`src/rtl/uart_tx_engine.sv`:
```
// uart_tx_engine: FIFO-buffered UART transmitter producing start/data/parity/stop frames.
// Bit period is the latched BRR divisor, clamped to at least 16 clk.
module uart_tx_engine #(
   parameter int FIFO_DEPTH = 8,
   parameter int CNT_W      = $clog2(FIFO_DEPTH) + 1
) (
   input  logic             clk,
   input  logic             rst_n,
   input  logic             cfg_en,
   input  logic             cfg_pce,
   input  logic             cfg_ps,
   input  logic             cfg_stop2,
   input  logic [15:0]      cfg_brr,
   input  logic [CNT_W-1:0] cfg_txft,
   input  logic [7:0]       s_axis_tdata,
   input  logic             s_axis_tvalid,
   output logic             s_axis_tready,
   output logic             tx_o,
   output logic             tc_o,
   output logic             txfe_o,
   output logic             txft_o,
   output logic             busy_o
);
   localparam int AW = $clog2(FIFO_DEPTH);
   typedef enum logic [2:0] {IDLE, START, DATA, PARITY, STOP} state_t;
   state_t state, state_nx;
   logic [7:0] mem [FIFO_DEPTH];
   logic [CNT_W-1:0] wptr, rptr, wptr_nx, rptr_nx, level, level_nx;
   logic rdy, push, pop, empty, tc_nx, bit_end, txd;
   logic [7:0] dat;
   logic pce, ps, stop2, scnt;
   logic [2:0] bcnt;
   logic [15:0] cnt, brr_eff;
   assign level    = wptr - rptr;
   assign empty    = level == '0;
   assign push     = s_axis_tvalid && rdy;
   assign wptr_nx  = wptr + CNT_W'(push);
   assign rptr_nx  = rptr + CNT_W'(pop);
   assign level_nx = wptr_nx - rptr_nx;
   assign bit_end  = cnt == brr_eff - 16'd1;
   assign s_axis_tready = rdy;
   assign tx_o   = txd;
   assign busy_o = state != IDLE;
   always_ff @(posedge clk)
      if (push) mem[wptr[AW-1:0]] <= s_axis_tdata;
   always_comb begin
      state_nx = state;
      pop      = 1'b0;
      tc_nx    = 1'b0;
      txd      = 1'b1;
      case (state)
         IDLE: if (cfg_en && !empty) begin
            state_nx = START;
            pop      = 1'b1;
         end
         START: begin
            txd = 1'b0;
            if (bit_end) state_nx = DATA;
         end
         DATA: begin
            txd = dat[bcnt];
            if (bit_end && bcnt == 3'd7) state_nx = pce ? PARITY : STOP;
         end
         PARITY: begin
            txd = ^dat ^ ps;
            if (bit_end) state_nx = STOP;
         end
         STOP: if (bit_end && (!stop2 || scnt)) begin
            // chain straight into the next start bit when more data is waiting
            if (cfg_en && !empty) begin
               state_nx = START;
               pop      = 1'b1;
            end else begin
               state_nx = IDLE;
               tc_nx    = 1'b1;
            end
         end
         default: state_nx = IDLE;
      endcase
   end
   always_ff @(posedge clk or negedge rst_n) begin
      if (!rst_n) begin
         state   <= IDLE;
         wptr    <= '0;
         rptr    <= '0;
         rdy     <= 1'b0;
         tc_o    <= 1'b0;
         txfe_o  <= 1'b1;
         txft_o  <= 1'b1;
         cnt     <= '0;
         bcnt    <= '0;
         scnt    <= 1'b0;
         dat     <= '0;
         pce     <= 1'b0;
         ps      <= 1'b0;
         stop2   <= 1'b0;
         brr_eff <= 16'd16;
      end else begin
         state  <= state_nx;
         wptr   <= wptr_nx;
         rptr   <= rptr_nx;
         rdy    <= level_nx != CNT_W'(FIFO_DEPTH);
         tc_o   <= tc_nx;
         txfe_o <= empty;
         txft_o <= (level <= cfg_txft);
         cnt    <= (state == IDLE || bit_end) ? 16'd0 : cnt + 16'd1;
         bcnt   <= bcnt + 3'((state == DATA) && bit_end);
         if (state == STOP && bit_end) scnt <= stop2 && !scnt;
         if (pop) begin
            dat     <= mem[rptr[AW-1:0]];
            pce     <= cfg_pce;
            ps      <= cfg_ps;
            stop2   <= cfg_stop2;
            brr_eff <= (cfg_brr < 16'd16) ? 16'd16 : cfg_brr;
         end
      end
   end
endmodule
```
`config.mk`:
```
export PLATFORM = sky130hd
export DESIGN_NAME = uart_tx_engine
export DESIGN_NICKNAME = d
export VERILOG_FILES = /design/src/rtl/uart_tx_engine.sv
export SDC_FILE = /design/constraint.sdc
export NUM_CORES = 1
export LEC_CHECK = 0
export ABC_AREA = 0
export CAP_MARGIN = 20
export CORE_ASPECT_RATIO = 1.25
export CORE_UTILIZATION = 35
export CTS_CLUSTER_DIAMETER = 50
export DETAILED_ROUTE_END_ITERATION = 10
export SETUP_SLACK_MARGIN = 0.5
export SYNTH_ARGS = -nofsm -noshare
export SYNTH_HDL_FRONTEND = slang
export SYNTH_SLANG_ARGS = --single-unit
export TNS_END_PERCENT = 30
```
`constraint.sdc`:
```
create_clock -name clk -period 9.49 [get_ports clk]
set_input_delay 0.949 -clock clk [delete_from_list [all_inputs] [get_ports clk]]
set_output_delay 0.949 -clock clk [all_outputs]
set_load 0.05 [all_outputs]
```
=== Yosys cells after proc, flatten, opt, wreduce, memory -nomap -nowiden ===
Memories as Yosys holds them, arrays and structs flattened. A register that Yosys moved wholly into a read port is not among the register bits.
Cells that the tools add are included.

* Flip-flop bits (word level): 54
* Bits in writable memories: 64
* Input port bits: 35
* Output and inout bits: 6
* Memories: 1

{| class="wikitable"
|+ Memories
! memory !! depth !! width !! rd ports !! clocked after Yosys merged registers in !! wr ports !! RTL line !! RTL
|-
| mem || 8 || 8 || 1 || 1 || 1 || 27 || <nowiki>logic [7:0] mem [FIFO_DEPTH];</nowiki>
|}

* Add/subtract/negate cells: 7
* $lt $le $gt $ge: 3
* Equality and inequality tests: 12
* Mux-type cells: 21
* Bitwise gates (word level): 1
* Reductions and logical operators: 18

{| class="wikitable"
|+ Operators by type and width
! operator !! count
|-
| $mux 16 || 2
|-
| $mux 3 || 6
|-
| $add 16x1->16 const B || 1
|-
| $eq 16x16->1 || 1
|-
| $lt 16x5->1 const B || 1
|-
| $sub 16x1->16 const B || 1
|-
| $pmux 3 s5 || 1
|-
| $ne 2x2->1 const B || 5
|-
| $mux 1 || 9
|-
| $add 4x1->4 || 2
|-
| $reduce_xor 8->1 || 1
|-
| $sub 4x4->4 || 2
|-
| $logic_and 1x1->1 || 7
|-
| $eq 3x2->1 const B || 2
|-
| $eq 3x3->1 const B || 2
|-
| $reduce_and 5->1 || 1
|-
| $le 4x4->1 || 1
|-
| $logic_not 1->1 || 4
|-
| $logic_not 4->1 || 1
|-
| $lt 3x4->1 const B || 1
|-
| $ne 4x4->1 const B || 1
|-
| $add 3x1->3 || 1
|-
| $bmux 1 s3 || 1
|-
| $eq 3x1->1 const B || 1
|-
| other kinds (6) || 7
|}

=== Depth between registers and ports, before layout ===
* Word-level depth: 10
* Depth in mapped cells: 20
* Gate-level depth less buffers: 17

=== Worst setup path before layout ===
Ideal clock, no wire load.

* Path kind: register -> register
* From: register rptr[1]
* To: register rdy, in the netlist s_axis_tready
* Library setup time: 0.126 ns
* Arrival: 4.298 ns
* Data required time: 9.364 ns
* Setup slack: 5.066 ns
* Cell stages (with the launch flop): 21
* Buffers on the path: 5
* Clock period less this slack: 4.424 ns
* Cell sequence: dfrtp_1 > clkbuf_1 > clkbuf_1 > inv_1 > ha_1 > nor2b_1 > o21ai_0 > and4b_1 > nand4bb_1 > clkbuf_1 > clkbuf_1 > clkbuf_1 > a21oi_1 > ha_1 > ha_1 > inv_1 > ha_1 > a21o_1 > or3_1 > o21ai_0 > nand3_1

* Longest elaborated chain between the ends: 10

{| class="wikitable"
|+ Ends and longest elaborated chain
! element !! RTL line !! RTL
|-
| start, declared || 28 || <nowiki>logic [CNT_W-1:0] wptr, rptr, wptr_nx, rptr_nx, level, level_nx;</nowiki>
|-
| start signal, assigned || 101 || <nowiki>rptr <= rptr_nx;</nowiki>
|-
| $sub 4x4->4 (*) || 34 || <nowiki>assign level = wptr - rptr;</nowiki>
|-
| $logic_not 4->1 (*) || 35 || <nowiki>assign empty = level == '0;</nowiki>
|-
| $logic_not 1->1 (*) || 52, 70 ||
|-
| $logic_and 1x1->1 (*) || 52, 70 ||
|-
| $mux 1 (*) || 52, 70 ||
|-
| $mux 1 || 68 || <nowiki>STOP: if (bit_end && (!stop2 || scnt)) begin</nowiki>
|-
| $pmux 1 s2 (*) || 51 || <nowiki>case (state)</nowiki>
|-
| named net pop || 29 || <nowiki>logic rdy, push, pop, empty, tc_nx, bit_end, txd;</nowiki>
|-
| $add 4x1->4 (*) || 38 || <nowiki>assign rptr_nx = rptr + CNT_W'(pop);</nowiki>
|-
| named net rptr_nx[1] || 28 ||
|-
| $sub 4x4->4 (*) || 39 || <nowiki>assign level_nx = wptr_nx - rptr_nx;</nowiki>
|-
| $ne 4x4->1 (*) || 102 || <nowiki>rdy <= level_nx != CNT_W'(FIFO_DEPTH);</nowiki>
|-
| end signal, assigned || 102 ||
|-
| end, declared || 29 ||
|}

Mark *: on every way through the listed nets, which the timed path passes. The rest lies on a longest branch.
A chain may end at the register's enable or synchronous reset.

=== Worst setup path after layout ===
* From: register brr_eff[0]
* To: register rdy, in the netlist s_axis_tready

* Longest elaborated chain between the ends: 8

{| class="wikitable"
|+ Ends and longest elaborated chain
! element !! RTL line !! RTL
|-
| start, declared || 33 || <nowiki>logic [15:0] cnt, brr_eff;</nowiki>
|-
| start signal, assigned || 114 || <nowiki>brr_eff <= (cfg_brr < 16'd16) ? 16'd16 : cfg_brr;</nowiki>
|-
| $sub 16x1->16 || 40 || <nowiki>assign bit_end = cnt == brr_eff - 16'd1;</nowiki>
|-
| $eq 16x16->1 || 40 ||
|-
| $logic_and 1x1->1 || 68 ||
|-
| $mux 1 || 68 ||
|-
| $pmux 1 s2 || 51 ||
|-
| named net pop || 29 ||
|-
| $add 4x1->4 || 38 ||
|-
| named net rptr_nx[1] || 28 ||
|-
| $sub 4x4->4 || 39 ||
|-
| $ne 4x4->1 || 102 ||
|}

The timed path passes the listed nets, and every way through them passes these cells.

==> results_dict.tcl <==
set metrics [dict create \
    final-setup-viol-count 0 \
    r2r_cells 17 \
    fin_crit_sh_pct 50.0 \
    portBuffers 40 \
    grt_pass1_wl_mm 27.6 \
    drv_cap 0 \
    async_flop_share_pct 49.2 \
    io_pins 41 \
    cts_tree "yes" \
    r2r-end "s_axis_tready$_DFF_PN0_" \
    skew_ns 0.0112 \
    synth-seq-cells 126 \
    synthesis.instances 657 \
    max_clock_freq_mhz 211 \
    grt_usage_pct 17.1 \
    gp_congestion 0.798 \
    rsz0062_at_grt "false" \
    synth-edff-count 64 \
    crit_top_cell "ha_1" \
    drv_slew 0 \
    fin_nets 729 \
    synth_area_leaders "edfxtp_1, dfrtp_1, mux4_2" \
    status "finished clean" \
    place_inst 924 \
    antenna_cells 0 \
    start_util_pct 35.7 \
    cp-endpoint "s_axis_tready$_DFF_PN0_" \
    irDropWorstVdd_uv 183 \
    avgViaCountPerCell 5.46 \
    root_buffer "clkbuf_16" \
    hp-class "flip-flop to flip-flop" \
    drt_wl_total_mm 16.9 \
    drtIter0Drc 354 \
    synth_top_cell_by_area "edfxtp_1" \
    arrival_ns 5.04 \
    cp_cell_sequence "inv_1, ha_1, or4b_1, nor4_1, mux2_2, o311ai_1, o21a_1, nand3_1, a21oi_1, ha_1, ha_1, inv_1, ha_1, a21o_1, or3_1, o21ai_0, nand3_1" \
    postRouteAntennaNets 0 \
    slew_headroom_pct 35.8 \
    synth_commonest_cells "edfxtp_1, dfrtp_1, nand3_1" \
    r2r_slack_ns 4.74 \
    worst-path-stages 17 \
    power_density_nw_per_um2 282 \
    slowest_stage "o21a_1" \
    grt.overflow.total 0 \
    drive_above_1_share_pct 12.8 \
    worstSetupPathType "flip-flop to flip-flop" \
    wl_per_cell_um 17.6 \
    yosysWarnings 0 \
    ctsHoldBuffers 0 \
    finalCriticalPeriod_ns 4.75 \
    synth_cell_types 61 \
    ys_seq_area_share_pct 48.5 \
    cp.required_ns 9.78 \
    critPathMaxStageDelay_ns 0.65 \
    htreeDepth 4 \
    core.rowCount 58 \
    seq_area_sq_um 3480 \
    hold_viol 0 \
    post-synth-top-count-cell "edfxtp_1" \
    synth_nets 711 \
    ctsResizeCount 0 \
    numCtsBuffers 17 \
    crit_start "brr_eff[0]$_DFFE_PN0P_" \
    tightest_slew_ns 0.959 \
    synth_ff_type "edfxtp_1" \
    die_h_um 162 \
    finalNonFillerCells 958 \
    syn-cell-area_sq_um 7170 \
    postSynthAreaPerCell_sq_um 10.9 \
    cts_num_sinks 126 \
    worst_setup_path_start_kind "flip-flop" \
    drt_pass1_iterations 4 \
    critPathCaptureType "flip-flop" \
    netlist.area_leader.share_pct 26.8 \
    grt_antenna_before_repair 0 \
    drc 0 \
    die-area_sq_um 21100 \
    crit_fanout 17 \
    multi_input_area_sq_um 3430 \
    grt_pass1_vias 5422 \
    worstReg2RegStart "brr_eff[0]$_DFFE_PN0P_" \
    area_growth_pct 17.5 \
    cts_setup_buffers 0 \
    fill_cells 1900 \
    grt_max_degree 83 \
    leakagePower_nw 3.08 \
    coreArea_sq_um 20100 \
    path_delay_family "simple AND/OR/NAND/NOR gates" \
    path_clk_slew_ns 0.06 \
    die_x_um 130 \
    dp_hpwl_mm 11.3 \
    clock_latency_ns 0.42 \
    clockBufferDepth 2 \
    setup_tns_ns 0 \
    min_path_cells 1 \
    vias 5229 \
    worst-path-buf-inv 2 \
    min-delay-start "bcnt[2]$_DFF_PN0_" \
]
==> worst min path at each step <==
stage / end / slack [ns]
floorplan: bcnt[2]$_DFF_PN0_ / 0.48
global placement: bcnt[2]$_DFF_PN0_ / 0.50
detailed placement: bcnt[2]$_DFF_PN0_ / 0.51
global route: bcnt[2]$_DFF_PN0_ / 0.53
finish: bcnt[2]$_DFF_PN0_ / 0.52
CTS: bcnt[2]$_DFF_PN0_ / 0.52
==> layout by cell type (no fill, tap or decap), types with 5 or more instances in the layout <==
cell / instances
edfxtp_1: 64
nand3_1: 58
dfrtp_1: 58
nand2_1: 56
clkdlybuf4s50_1: 39
nor3_1: 35
xnor2_1: 32
inv_1: 22
o21ai_0: 22
xor2_1: 21
mux4_2: 18
ha_1: 18
clkbuf_16: 17
nor3b_1: 16
nor2_1: 15
o211ai_1: 14
or4_1: 14
o311a_1: 13
and2_1: 13
a221oi_1: 13
mux2i_1: 12
buf_4: 9
nor4_1: 8
nand2b_1: 6
a21oi_1: 6
nor3_2: 6
inv_6: 6
inv_8: 6
nor2b_1: 5
or3_1: 5
and3_1: 5
==> where the power goes <==
group	total, mW	switching, mW	internal (mW)	leakage [nW]
combinational	0.835	0.429	0.406	1.44
clock	0.654	0.278	0.376	0.295
sequential	0.887	0.178	0.709	1.34
total	2.38	0.885	1.49	3.08
==> per-stage QoR <==
step	instance area (sq um)	setup slack, ns	total power, mW	util [%]	hold WS (ns)
floorplan	7170	5.07	1.51	-	0.481
global route	8420	4.45	2.53	41.9	0.531
global placement	7800	4.50	1.69	38.8	0.504
CTS	8390	4.29	2.39	41.7	0.522
finish	8420	4.74	2.38	41.9	0.517
detailed placement	7800	4.29	1.73	38.8	0.512
==> cells by family after synthesis <==
logic type	synth area share (%)
flip-flops	48.5
multiplexers	7.64
buffers and inverters	4.34
XOR/XNOR	6.47
AO/OA/AOI/OAI	9.28
AND/OR/NAND/NOR	20.3
adder cells (fa/ha/maj)	3.42
==> final cells by class <==
class | count | share of cell area [%]
clock buffers | 17 | 5.05
clock inverters | 15 | 1.95
inverters | 23 | 1.02
multi-input cells | 456 | 40.8
flip-flops and latches | 126 | 41.3
well taps | 270 | 4.01
repair buffers | 51 | 5.91
==> sequential cells by signal, summed over array words and instances (netlist names), 3 cells and up <==
name and cells:
wptr 4, rptr 4, cnt 16, state 3, mem 64, dat 8, brr_eff 16, bcnt 3
==> layer usage <==
layer	up-vias	part of all wire (%)	global-route usage, %	routed length (um)
li1	2510	-	-	-
met1	2587	42	20.1	7040
met2	112	52	29.8	8720
met3	20	4.0	3.16	668
met4	0	2.6	7.98	437
met5	-	0	0	0
Note: power is estimated with default switching activity, not from simulation.
